===== src/rtl/qmem_width_bridge.sv =====
// QMEM downsizing bridge: one MDW-bit access becomes MDW/SDW SDW-bit beats, MS lane first (QMEM_BRIDGE_SKIP_EN skips sel-less beats).
// Latency: m_ack in cycle beats+1 after acceptance with a zero-wait slave; each slave wait state adds one cycle.
// Backpressure: master holds m_cs until m_ack; each beat holds s_cs until s_ack or s_err.
module qmem_width_bridge #(
  parameter int MAW = 22,
  parameter int MDW = 32,
  parameter int SDW = 16,
  localparam int MSW = MDW/8,
  localparam int SSW = SDW/8
) (
  input  logic           clk,
  input  logic           rst_n,
  input  logic [MAW-1:0] m_adr,
  input  logic           m_cs,
  input  logic           m_we,
  input  logic [MSW-1:0] m_sel,
  input  logic [MDW-1:0] m_dat_w,
  output logic [MDW-1:0] m_dat_r,
  output logic           m_ack,
  output logic           m_err,
  output logic [MAW-1:0] s_adr,
  output logic           s_cs,
  output logic           s_we,
  output logic [SSW-1:0] s_sel,
  output logic [SDW-1:0] s_dat_w,
  input  logic [SDW-1:0] s_dat_r,
  input  logic           s_ack,
  input  logic           s_err
);

  localparam int RATIO = MDW/SDW;
  localparam int CW    = (RATIO > 1) ? $clog2(RATIO) : 1;
  localparam int SSB   = $clog2(SSW);
  localparam int MSB   = $clog2(MSW);

  typedef enum logic [1:0] {IDLE, BUSY, ACK} state_t;

  state_t         state;
  logic [CW-1:0]  cnt;
  logic [MAW-1:0] adr_q;
  logic           we_q;
  logic [MSW-1:0] sel_q;
  logic [MDW-1:0] dat_q;

  logic           first_ok, next_ok;
  logic [CW-1:0]  first_k, next_k;

  // Beat k serves lane RATIO-1-k, so the most significant lane goes out first.
  function automatic int lane_of(input logic [CW-1:0] k);
    return RATIO - 1 - int'(k);
  endfunction

  function automatic logic [MAW-1:0] beat_adr(input logic [MAW-1:0] adr, input logic [CW-1:0] k);
    logic [MAW-1:0] base;
    base = adr & ~((MAW'(1) << MSB) - MAW'(1));
    return base | (MAW'(k) << SSB);
  endfunction

  function automatic logic [SSW-1:0] lane_sel(input logic [MSW-1:0] sel, input logic [CW-1:0] k);
    return sel[lane_of(k)*SSW +: SSW];
  endfunction

  function automatic logic [SDW-1:0] lane_dat(input logic [MDW-1:0] dat, input logic [CW-1:0] k);
    return dat[lane_of(k)*SDW +: SDW];
  endfunction

  always_comb begin
    first_ok = 1'b1;
    first_k  = '0;
    next_ok  = 1'b0;
    next_k   = '0;
`ifdef QMEM_BRIDGE_SKIP_EN
    // Downward scan leaves the lowest qualifying beat index in place.
    first_ok = 1'b0;
    for (int k = RATIO-1; k >= 0; k--) begin
      if (lane_sel(m_sel, CW'(k)) != '0) begin
        first_ok = 1'b1;
        first_k  = CW'(k);
      end
      if (k > int'(cnt) && lane_sel(sel_q, CW'(k)) != '0) begin
        next_ok = 1'b1;
        next_k  = CW'(k);
      end
    end
`else
    next_ok = (int'(cnt) != RATIO-1);
    next_k  = cnt + CW'(1);
`endif
  end

  always_ff @(posedge clk or negedge rst_n) begin
    if (!rst_n) begin
      state   <= IDLE;
      cnt     <= '0;
      adr_q   <= '0;
      we_q    <= 1'b0;
      sel_q   <= '0;
      dat_q   <= '0;
      m_dat_r <= '0;
      m_ack   <= 1'b0;
      m_err   <= 1'b0;
      s_adr   <= '0;
      s_cs    <= 1'b0;
      s_we    <= 1'b0;
      s_sel   <= '0;
      s_dat_w <= '0;
    end else begin
      case (state)
        IDLE: begin
          if (m_cs && !m_ack) begin
            adr_q   <= m_adr;
            we_q    <= m_we;
            sel_q   <= m_sel;
            dat_q   <= m_dat_w;
            m_dat_r <= '0;
            if (first_ok) begin
              cnt     <= first_k;
              s_cs    <= 1'b1;
              s_we    <= m_we;
              s_adr   <= beat_adr(m_adr, first_k);
              s_sel   <= lane_sel(m_sel, first_k);
              s_dat_w <= lane_dat(m_dat_w, first_k);
              state   <= BUSY;
            end else begin
              m_ack <= 1'b1;
              state <= ACK;
            end
          end
        end
        BUSY: begin
          if (s_cs && (s_ack || s_err)) begin
            if (!we_q)
              m_dat_r[lane_of(cnt)*SDW +: SDW] <= s_dat_r;
            if (s_err) begin
              s_cs  <= 1'b0;
              m_ack <= 1'b1;
              m_err <= 1'b1;
              state <= ACK;
            end else if (!next_ok) begin
              s_cs  <= 1'b0;
              m_ack <= 1'b1;
              state <= ACK;
            end else begin
              // Next beat loads on the completing edge: no idle cycle on the slave bus.
              cnt     <= next_k;
              s_adr   <= beat_adr(adr_q, next_k);
              s_sel   <= lane_sel(sel_q, next_k);
              s_dat_w <= lane_dat(dat_q, next_k);
            end
          end
        end
        ACK: begin
          m_ack <= 1'b0;
          m_err <= 1'b0;
          state <= IDLE;
        end
        default: state <= IDLE;
      endcase
    end
  end

endmodule


===== config.mk =====
export PLATFORM = sky130hd
export DESIGN_NAME = qmem_width_bridge
export DESIGN_NICKNAME = d
export VERILOG_FILES = /design/src/rtl/qmem_width_bridge.sv
export SDC_FILE = /design/constraint.sdc
export NUM_CORES = 1
export LEC_CHECK = 0
export BUFFER_PORTS_ARGS = -buffer_cell sky130_fd_sc_hd__buf_2
export CAP_MARGIN = 20
export CELL_PAD_IN_SITES_DETAIL_PLACEMENT = 1
export CELL_PAD_IN_SITES_GLOBAL_PLACEMENT = 1
export CORE_MARGIN = 2
export CORE_UTILIZATION = 23
export DETAILED_ROUTE_END_ITERATION = 7
export PLACE_DENSITY = 0.51
export SYNTH_ARGS = -nofsm -noshare
export SYNTH_HDL_FRONTEND = slang
export SYNTH_SLANG_ARGS = --single-unit

===== constraint.sdc =====
create_clock -name clk -period 5.4 [get_ports clk]
set_input_delay 1.62 -clock clk [delete_from_list [all_inputs] [get_ports clk]]
set_output_delay 1.62 -clock clk [all_outputs]
set_load 0.005 [all_outputs]

==> summary by stage, run 1 <==
Clock network
The clock tree from TritonCTS is built. After clock tree synthesis, the flow added hold-fix buffers numbering 0. For this design, the sink count on the clock tree is 134. Once the clock tree was built, the setup fixing pass inserted 0 buffers. The cell at the root of the clock tree is clkbuf_16. The count of H-tree levels built during CTS is 4. The post-cts gate resize count is 0.

The clock passes through at most 2 buffers. The later pin in the worst-skew pair is clocked with a latency of roughly 0.41 ns. The number of clock buffers inserted by TritonCTS is 17.

After clock tree synthesis, the clock-pin slew on the worst setup and hold paths is 0.06 ns.

Setup path
The most common cell type on the critical path is buf_4. The capturing point of the worst reg2reg path is m_dat_r[6]. The critical path data required time is 5.69 ns.

The worst endpoint data arrival time is 3.52 ns. The critical path's largest stage delay is 0.61 ns. The cell with the largest stage delay on the worst path is buf_4. The launching element type of the critical path is a primary input. The category of cells accounting for the largest share of critical-path delay is buffers and inverters. The element type at the critical path end is a flop. Together, buffers and inverters on the worst path number 3. The launching point of the worst reg2reg path is state[1]. The critical path is of the primary input to flop type. The logic depth of the worst register-to-register path is 5. The minimum setup slack among reg-to-reg paths is 2.78 ns.

Along the worst path, the maximum fanout reaches 58. The signal on the critical path passes through buf_2 > nor4b_4 > buf_4 > buf_4 > nor2b_1 > mux2_2.

Placement
Detailed placement finished with a half-perimeter wire length of 10000 um. The global placement routability congestion is 0.718. In this run the tool buffered the top-level ports with 152 buffer cells.

Drt
The mean number of vias per cell is 4.27. The first TritonRoute pass finished after 2 iterations. In the routed design, unresolved DRC markers number 0. The routed design has roughly 15000 um of wire.

The detailed router placed 3827 vias in this run. The initial DRC count is ~110. In the final routed layout, each cell accounts on average for 16.9 um. The detail route stage leaves a number of antenna-violating nets equal to 0.

Timing
The number of failing hold endpoints at the final stage is 0. In the final timing run, aggregate negative setup slack is 0 ns. After layout, the minimum clock period comes to around 3.2 ns. Hold timing on the final database bottoms out at a slack of ~0.5 ns.

Setup violations remaining at the end of the flow were counted as 0. The number of pins with negative max-slew slack in the final report was 0. Setup repair after global routing left no endpoint under its margin. The clock skew is between 0.006 and 0.007 ns. Measured against its own limit, the worst slew margin works out to between 30 and 40%. For this run, the top clock speed supported by timing is about 310 MHz. At the pin with the least slew margin, the transition time is approximately 0.99 ns. The ratio of final minimum period to clock period is 59.9%.

Yosys
By area the synthesized netlist is led by dfrtp_1 56%, mux2_2 33%, nor2b_1 3.7%. In this run the mean area of a mapped cell was 14.9 um2. The synthesized netlist occupies a cell area of 5950 um2. The number of nets handed over by synthesis was 480.

The sequential element share of the synthesized area is 56.4%. The Yosys warning count is 0. The number of storage elements in the synthesis netlist is 134. The unique cell type count in the Yosys netlist is 26. Counting flops with a built-in enable in the synthesized netlist gives 0. Counting every instance in the synthesized netlist gives 400. The dominant synthesized flop cell is dfrtp_1. Counting flops with an async set or reset pin after synthesis yields a share of 100%.

dfrtp_1 takes more of the synthesized area than any other cell. After synthesis, the most frequently instantiated cells are 173 x mux2_2, 134 x dfrtp_1, 35 x nor2b_1. The area share of the leading cell type in the synthesized netlist is 56.4%. The cell with the most instances after synthesis is mux2_2.

Global route
The number of global-route vias before repair came to 4404. The largest net degree at the start of global routing is 68. The total overflow left after global routing is 0. Global routing used a little under an eighth of the available tracks across all layers. The first global-routing pass estimated around 24000 um of wire. The number of antenna violations at the first check in global routing is 1.

Floorplan
The floorplan step set the die width to 165 um. The total core area is 25300 um2. The number of rows in the core area is a little under 60. The die covers 27200 um2. 156 I/O pins were placed. The initial core utilization is 23.5%. In this run the vertical extent of the chip is 165 um.

Layout
Fill cells in the final layout number between 2k and 3k. Registers take 3350 um2. The count of inserted antenna diode cells is 0. The layout cell share with drive strength beyond 1 is 67.0%. The post-synthesis to final-layout area growth is 29.7%. The combined area of the multi-input logic cells is 2480 um2. In the final design database the tool counted roughly 630 nets.

Min path
In this run the worst hold path is classified as flop to flop. The worst hold endpoint is adr_q[14]. The cell depth of the worst min-delay path is 1.

The startpoint identified for the worst hold timing path is adr_q[14].

Pwr
For this design the static power due to leakage is 3.59 nW. Power spread over the standard cell area amounts to roughly 600 nW/um2. The worst-case IR drop observed on VDD is 0.210 mV.

Run status
The flow ran to the end, and the final reports show no timing, DRC or antenna violations.

Job
Max-cap violations in this run came to 0.
registers in the layout, indices dropped and copies added (netlist names), 2 cells and up:
register and cells:
dat_q 32, m_dat_r 32, s_adr 21, adr_q 20, s_dat_w 16, sel_q 4, s_sel 2, state 2
metal layers:
metal / part of all wire (%) / up-vias / GRT usage [%]
li1: - / 1732 / -
met1: 43 / 1974 / 13.8
met5: 0.086 / - / 0
met2: 49 / 107 / 19.5
met3: 7.0 / 12 / 4.04
met4: 1.1 / 2 / 3.64
power breakdown:
group | total (mW) | internal (mW) | switching (mW)
Clock | 1.22 | 0.757 | 0.465
Sequential | 1.72 | 1.48 | 0.245
Combinational | 1.66 | 1.00 | 0.663
Total | 4.61 | 3.24 | 1.37
layout by cell type, fill, tap and decap left out, drive strengths merged:
master and n:
nand3 1, nor3 1, nand2 2, clkbuf 19
a21oi 1, a41o 1, inv 6, mux2 183
o21bai 1, nand2b 1, a31oi 1, nor4b 1
buf 160, or4 1, nor2b 35, bufinv 3
clkinvlp 4, o22ai 2, clkinv 2, conb 1
dfrtp 134, o21ai 2, nor2 3, nor4 1
a21o 1
cell type report:
cell class | instances | share of cell area (%)
clock inverter | 13 | 2.19
tap | 330 | 5.35
clock buffer | 19 | 5.87
timing repair buffer | 160 | 10.9
inverter | 2 | 0.0973
sequential | 134 | 43.5
multi-input combinational | 239 | 32.1
worst max-delay path by stage:
stage | startpoint | end | cells past startpoint
after CTS | m_cs | m_dat_r[6] | 6
after global placement | m_cs | dat_q[12] | 5
after floorplan | m_cs | s_adr[10] | 5
final | m_cs | m_dat_r[6] | 6
after global routing | m_cs | m_dat_r[6] | 6
after detailed placement | m_cs | adr_q[16] | 5
metrics by stage:
stage | total power [mW] | cell area (um2) | std cells | utilization, % | setup slack (ns)
floorplan | 2.83 | 5950 | 400 | - | 2.53
global placement | 3.35 | 7070 | 864 | 28.0 | 1.71
detailed placement | 3.45 | 7070 | 864 | 28.0 | 1.67
CTS | 4.71 | 7690 | 896 | 30.5 | 2.11
global route | 4.95 | 7710 | 897 | 30.5 | 1.98
finish | 4.61 | 7710 | 897 | 30.5 | 2.16
logic make-up after synthesis:
logic type / synth area share [%]
AND/OR/NAND/NOR: 5.05
flip-flops: 56.4
buffers and inverters: 2.23
multiplexers: 35.3
AO/OA/AOI/OAI: 0.989
other: 0.0631
worst register-to-register path: cells and delay by family, from the launching register on:
kind / cells / cell delay, ns
buffers and inverters: 2 / 1.11
and+or+nand+nor: 2 / 0.57
DFF: 1 / 0.53
muxes: 1 / 0.30
Power figures use the tool's default switching activity.
==> inputs of run 2 (changes only) <==
Settings changed: ABC_AREA set to 1, PLACE_DENSITY 0.51 to 0.58.
Clock period 5.4 ns to 2.6 ns, I/O delays scaled along.
==> run 2 against run 1 <==
Worst setup slack lost 1.5 ns. Cell area is 3.2% lower. Routed wire length rose by 12%. Total power up 3.6%. Clock skew rose by 0.0063 ns. Largest power group is now clock. Die area shrank 4.4%. Synthesized cell count grew 76%. Largest cell class unchanged. Sequential power rose by 22%. Register-to-register slack got worse by 2.2 ns.
==> summary by stage, run 2 <==
Layout
The share of the core filled with cells is 30.7% (+0.14 points). The combined flip-flop and latch cell area was 3350 um2 (unchanged). The area of all placed cells without fillers is 7460 um2 (-3.2%). The layout cell share with drive strength beyond 1 is 24.0% (-43 points).

The commonest non-fill, non-tap cell in the layout is nand2_1. The combined area of the multi-input logic cells came to 2060 um2 (-17%). The non-filler instance count after layout was 1192 (+33%).

The total number of nets in the final design is 933 (+47%). Leaving out fill and tap cells, the most frequent cells in the layout are 420 x nand2_1, 151 x buf_2, 134 x dfrtp_1, 45 x o21ai_0, 27 x inv_1. The filler cell count is 2957 (+8.0%).

The largest registers in the layout are dat_q x32, m_dat_r x32, s_adr x21. The post-synthesis to final-layout area growth is 31.4%.

Yosys
The simple-gate share of the synthesized area is 31.7% (+27 points). The multiplexer share of the synthesized area was 0% (-35 points). Sorting the synthesized cells by how often they occur yields 421 x nand2_1, 134 x dfrtp_1, 45 x o21ai_0. The compound-cell area share of the yosys netlist is 4.38% (+3.4 points). Yosys attributes the largest share of cell area to dfrtp_1 59%, nand2_1 28%, o21ai_0 4.0%. The largest area contributor in the synthesized netlist is dfrtp_1.

By area, the combinational part of the netlist is dominated by simple AND/OR/NAND/NOR gates. The unique cell type count in the Yosys netlist is 20 (-23%). The number of flops mapped to enable cells by yosys is 0 (unchanged). The Yosys warning count is 0 (unchanged). The post-synthesis xor/xnor area fraction is 0% (unchanged). The gate count of the mapped netlist was 704 (+76%).

The proportion of register bits with asynchronous set or reset after synthesis is 100% (unchanged). The cell area after synthesis is 5680 um2 (-4.5%). The average size of a mapped cell is 8.07 um2 (-46%). The area share of the leading cell type in the synthesized netlist came to 59.0% (+2.6 points). The sequential element share of the synthesized area is 59.0% (+2.6 points). The dominant synthesized flop cell is dfrtp_1.

The net count of the mapped netlist was 784 (+63%). The cell with the most instances after synthesis is nand2_1. The number of storage elements in the synthesis netlist is 134 (unchanged). The adder and majority cell fraction of the synthesized area is 0% (unchanged).

Setup path
The critical path's largest stage delay is 0.57 ns (-0.04 ns). The maximum fanout along the worst path was 18 (-69%). The critical path data required time is 2.91 ns (-2.78 ns). The slowest stage of the critical path is the clkinv_1 cell. The launching element type of the critical path is a flop. Traced cell by cell, the critical path runs through inv_2 > nor2_4 > nand2_2 > clkinv_1 > nand2_1 > nand3_1 > nand2_1 > nand2_1. The category of cells accounting for the largest share of critical-path delay is simple AND/OR/NAND/NOR gates. The critical path buffer and inverter count is 2 (-1).

The element type at the critical path end is a flop. The critical path in this run is classified as flop to flop. The worst endpoint data arrival time is 2.28 ns (-1.24 ns). The most common cell type on the critical path is nand2_1.

Drt
The routed length per instance is 14.2 um (-16%). The number of optimization iterations in the first detailed-route pass was 4 (+2). The overall via count from detail_route is 4869 (+27%). The total wire length is 16900 um (+12%). The mean number of vias per cell is 4.08 (-4.3%).

The total DRC errors in the routed layout is 0 (unchanged). The initial DRC count was 200 (+85%). The remaining antenna violation count after routing is 0 (unchanged).

Timing
The final critical path takes up 75.8% of the cycle. The clock skew is 0.0131 ns (+0.00625 ns). The number of failing hold endpoints at the final stage is 0 (unchanged). Setup repair after global routing left no endpoint under its margin.

The shortest clock period the worst path allows after layout is ~2.0 ns. The measured slew at the worst slew-check pin came to 0.702 ns (-0.289 ns). The setup violation total in the final timing report is 0 (unchanged).

The achievable frequency is approximately 510 MHz. The final setup TNS is 0 ns (unchanged). The number of pins with negative max-slew slack in the final report is 0 (unchanged).

The worst-case headroom to the max-slew limit is 52.9% (+19 points).

Clock network
The tree is rooted in a clkbuf_16. The number of buffers added to fix hold violations after cts is 0 (unchanged). The maximum number of buffers from clock root to sink is 2 (unchanged).

The post-cts gate resize count came to 0 (unchanged). The post-CTS setup repair buffer count is 0 (unchanged). The number of clock buffers inserted by TritonCTS is 17 (unchanged). The clock insertion delay at the later pin of the skew report is 0.41 ns (about the same).

The clock slew seen by the registers of the worst setup and hold paths is 0.07 ns (about the same). The clock tree from TritonCTS is built. The number of sinks driven by the clock tree was 134 (unchanged). The count of H-tree levels built during CTS is 4 (unchanged).

Floorplan
The floorplan die width is 161 um (-2.2%). The total core area is 24300 um2 (-3.7%). The number of rows in the core area is 57 (-1.7%). The height of the chip came to 161 um (-2.2%). The initial core utilization came to 23.4% (-0.19 points). The number of placed I/O pins is 156 (unchanged). The area of the die is 26000 um2 (-4.4%).

Placement
The instance area at placement is 6850 um2 (-3.2%). The total half-perimeter wirelength after legalization and detailed placement is 11200 um (+11%). The total of buffers placed on input and output ports is 152 (unchanged).

The number of placed cells counting well taps is 1158 (+34%). The global placement routability congestion is 0.714 (-0.56%).

Global route
The total congestion overflow after global routing was 0 (unchanged). The largest net degree at the start of global routing is 73 (+7.4%). The number of global-route vias before repair is 5086 (+15%). The global-route wire length before repair is 27700 um (+15%).

The number of antenna violations at the first check in global routing was 3 (+2). The global routing usage summed across all routing layers came to 13.6% (+2.0 points).

Run status
The flow ran to the end, and the final reports show no timing, DRC or antenna violations.

Min path
The tightest min-delay check is of the primary input to async pin type.

Pwr
The ratio of total power to cell area is 640 nW/um2 (+7.0%). The maximum vdd ir drop is 0.348 mV (+66%). The leakage dissipation is 4.30 nW (+20%).

Job
The number of violations of the max-capacitance limit is 0 (unchanged).
[run 2: cell count changes in the layout (fill, tap and decap cells not counted), moves of 10 or more]
cell     before  now
o21ai_0       2   45
inv_1         2   27
mux2_2      173    0
nand2_1       1  420
nor2b_1      34    0
nand3_1       1   20
mux2_4       10    0
[run 2: where the power goes]
| part | switching [mW] | internal (mW) |
|---|---|---|
| clock | 0.990 | 1.55 |
| combinational | 0.0900 | 0.0625 |
| sequential | 0 | 2.09 |
| total | 1.08 | 3.69 |
[run 2: cell type report]
cell class	count	share of cell area [%]
repair buffers	163	12.2
clock buffers	18	5.88
diodes	2	0.0671
multi-input cells	506	27.6
well taps	324	5.43
clock inverters	14	2.33
flip-flops and latches	134	44.9
inverters	31	1.56
[run 2: logic make-up (layout without fill, tap and decap cells)]
family	count (synthesis)	count (layout)
buffers and inverters	64	226
and+or+nand+nor	456	456
DFF	134	134
AOI/OAI and AO/OA	49	49
other	1	3
[run 2: stage by stage]
step	hold slack (ns)	power (mW)	worst slack, ns
floorplan	0.442	2.15	0.787
global placement	0.456	2.28	0.0507
detailed placement	0.459	2.28	0.249
CTS	0.158	4.86	0.511
global route	0.155	4.99	0.373
finish	0.171	4.77	0.628
[run 2: final timing paths]
check	slack (ns)	from	cells after the start	endpoint
max	0.63	state[0]	8	s_dat_w[12]
max in group asynchronous	1.85	rst_n	2	m_dat_r[7]
min reg2reg	0.47	dat_q[26]	2	dat_q[26]
min in group clk	0.47	dat_q[26]	2	dat_q[26]
max reg2reg	0.63	state[0]	8	s_dat_w[12]
min	0.17	rst_n	1	s_adr[18]
[run 2: layer usage]
layer  vias to the layer above  part of all wire [%]  track usage [%]
met5                         -                 0.077                0
met4                         2                   1.4             3.81
met3                        15                   3.9             3.16
met2                       101                    46             21.8
met1                      2296                    49             18.5
li1                       2455                     -                -
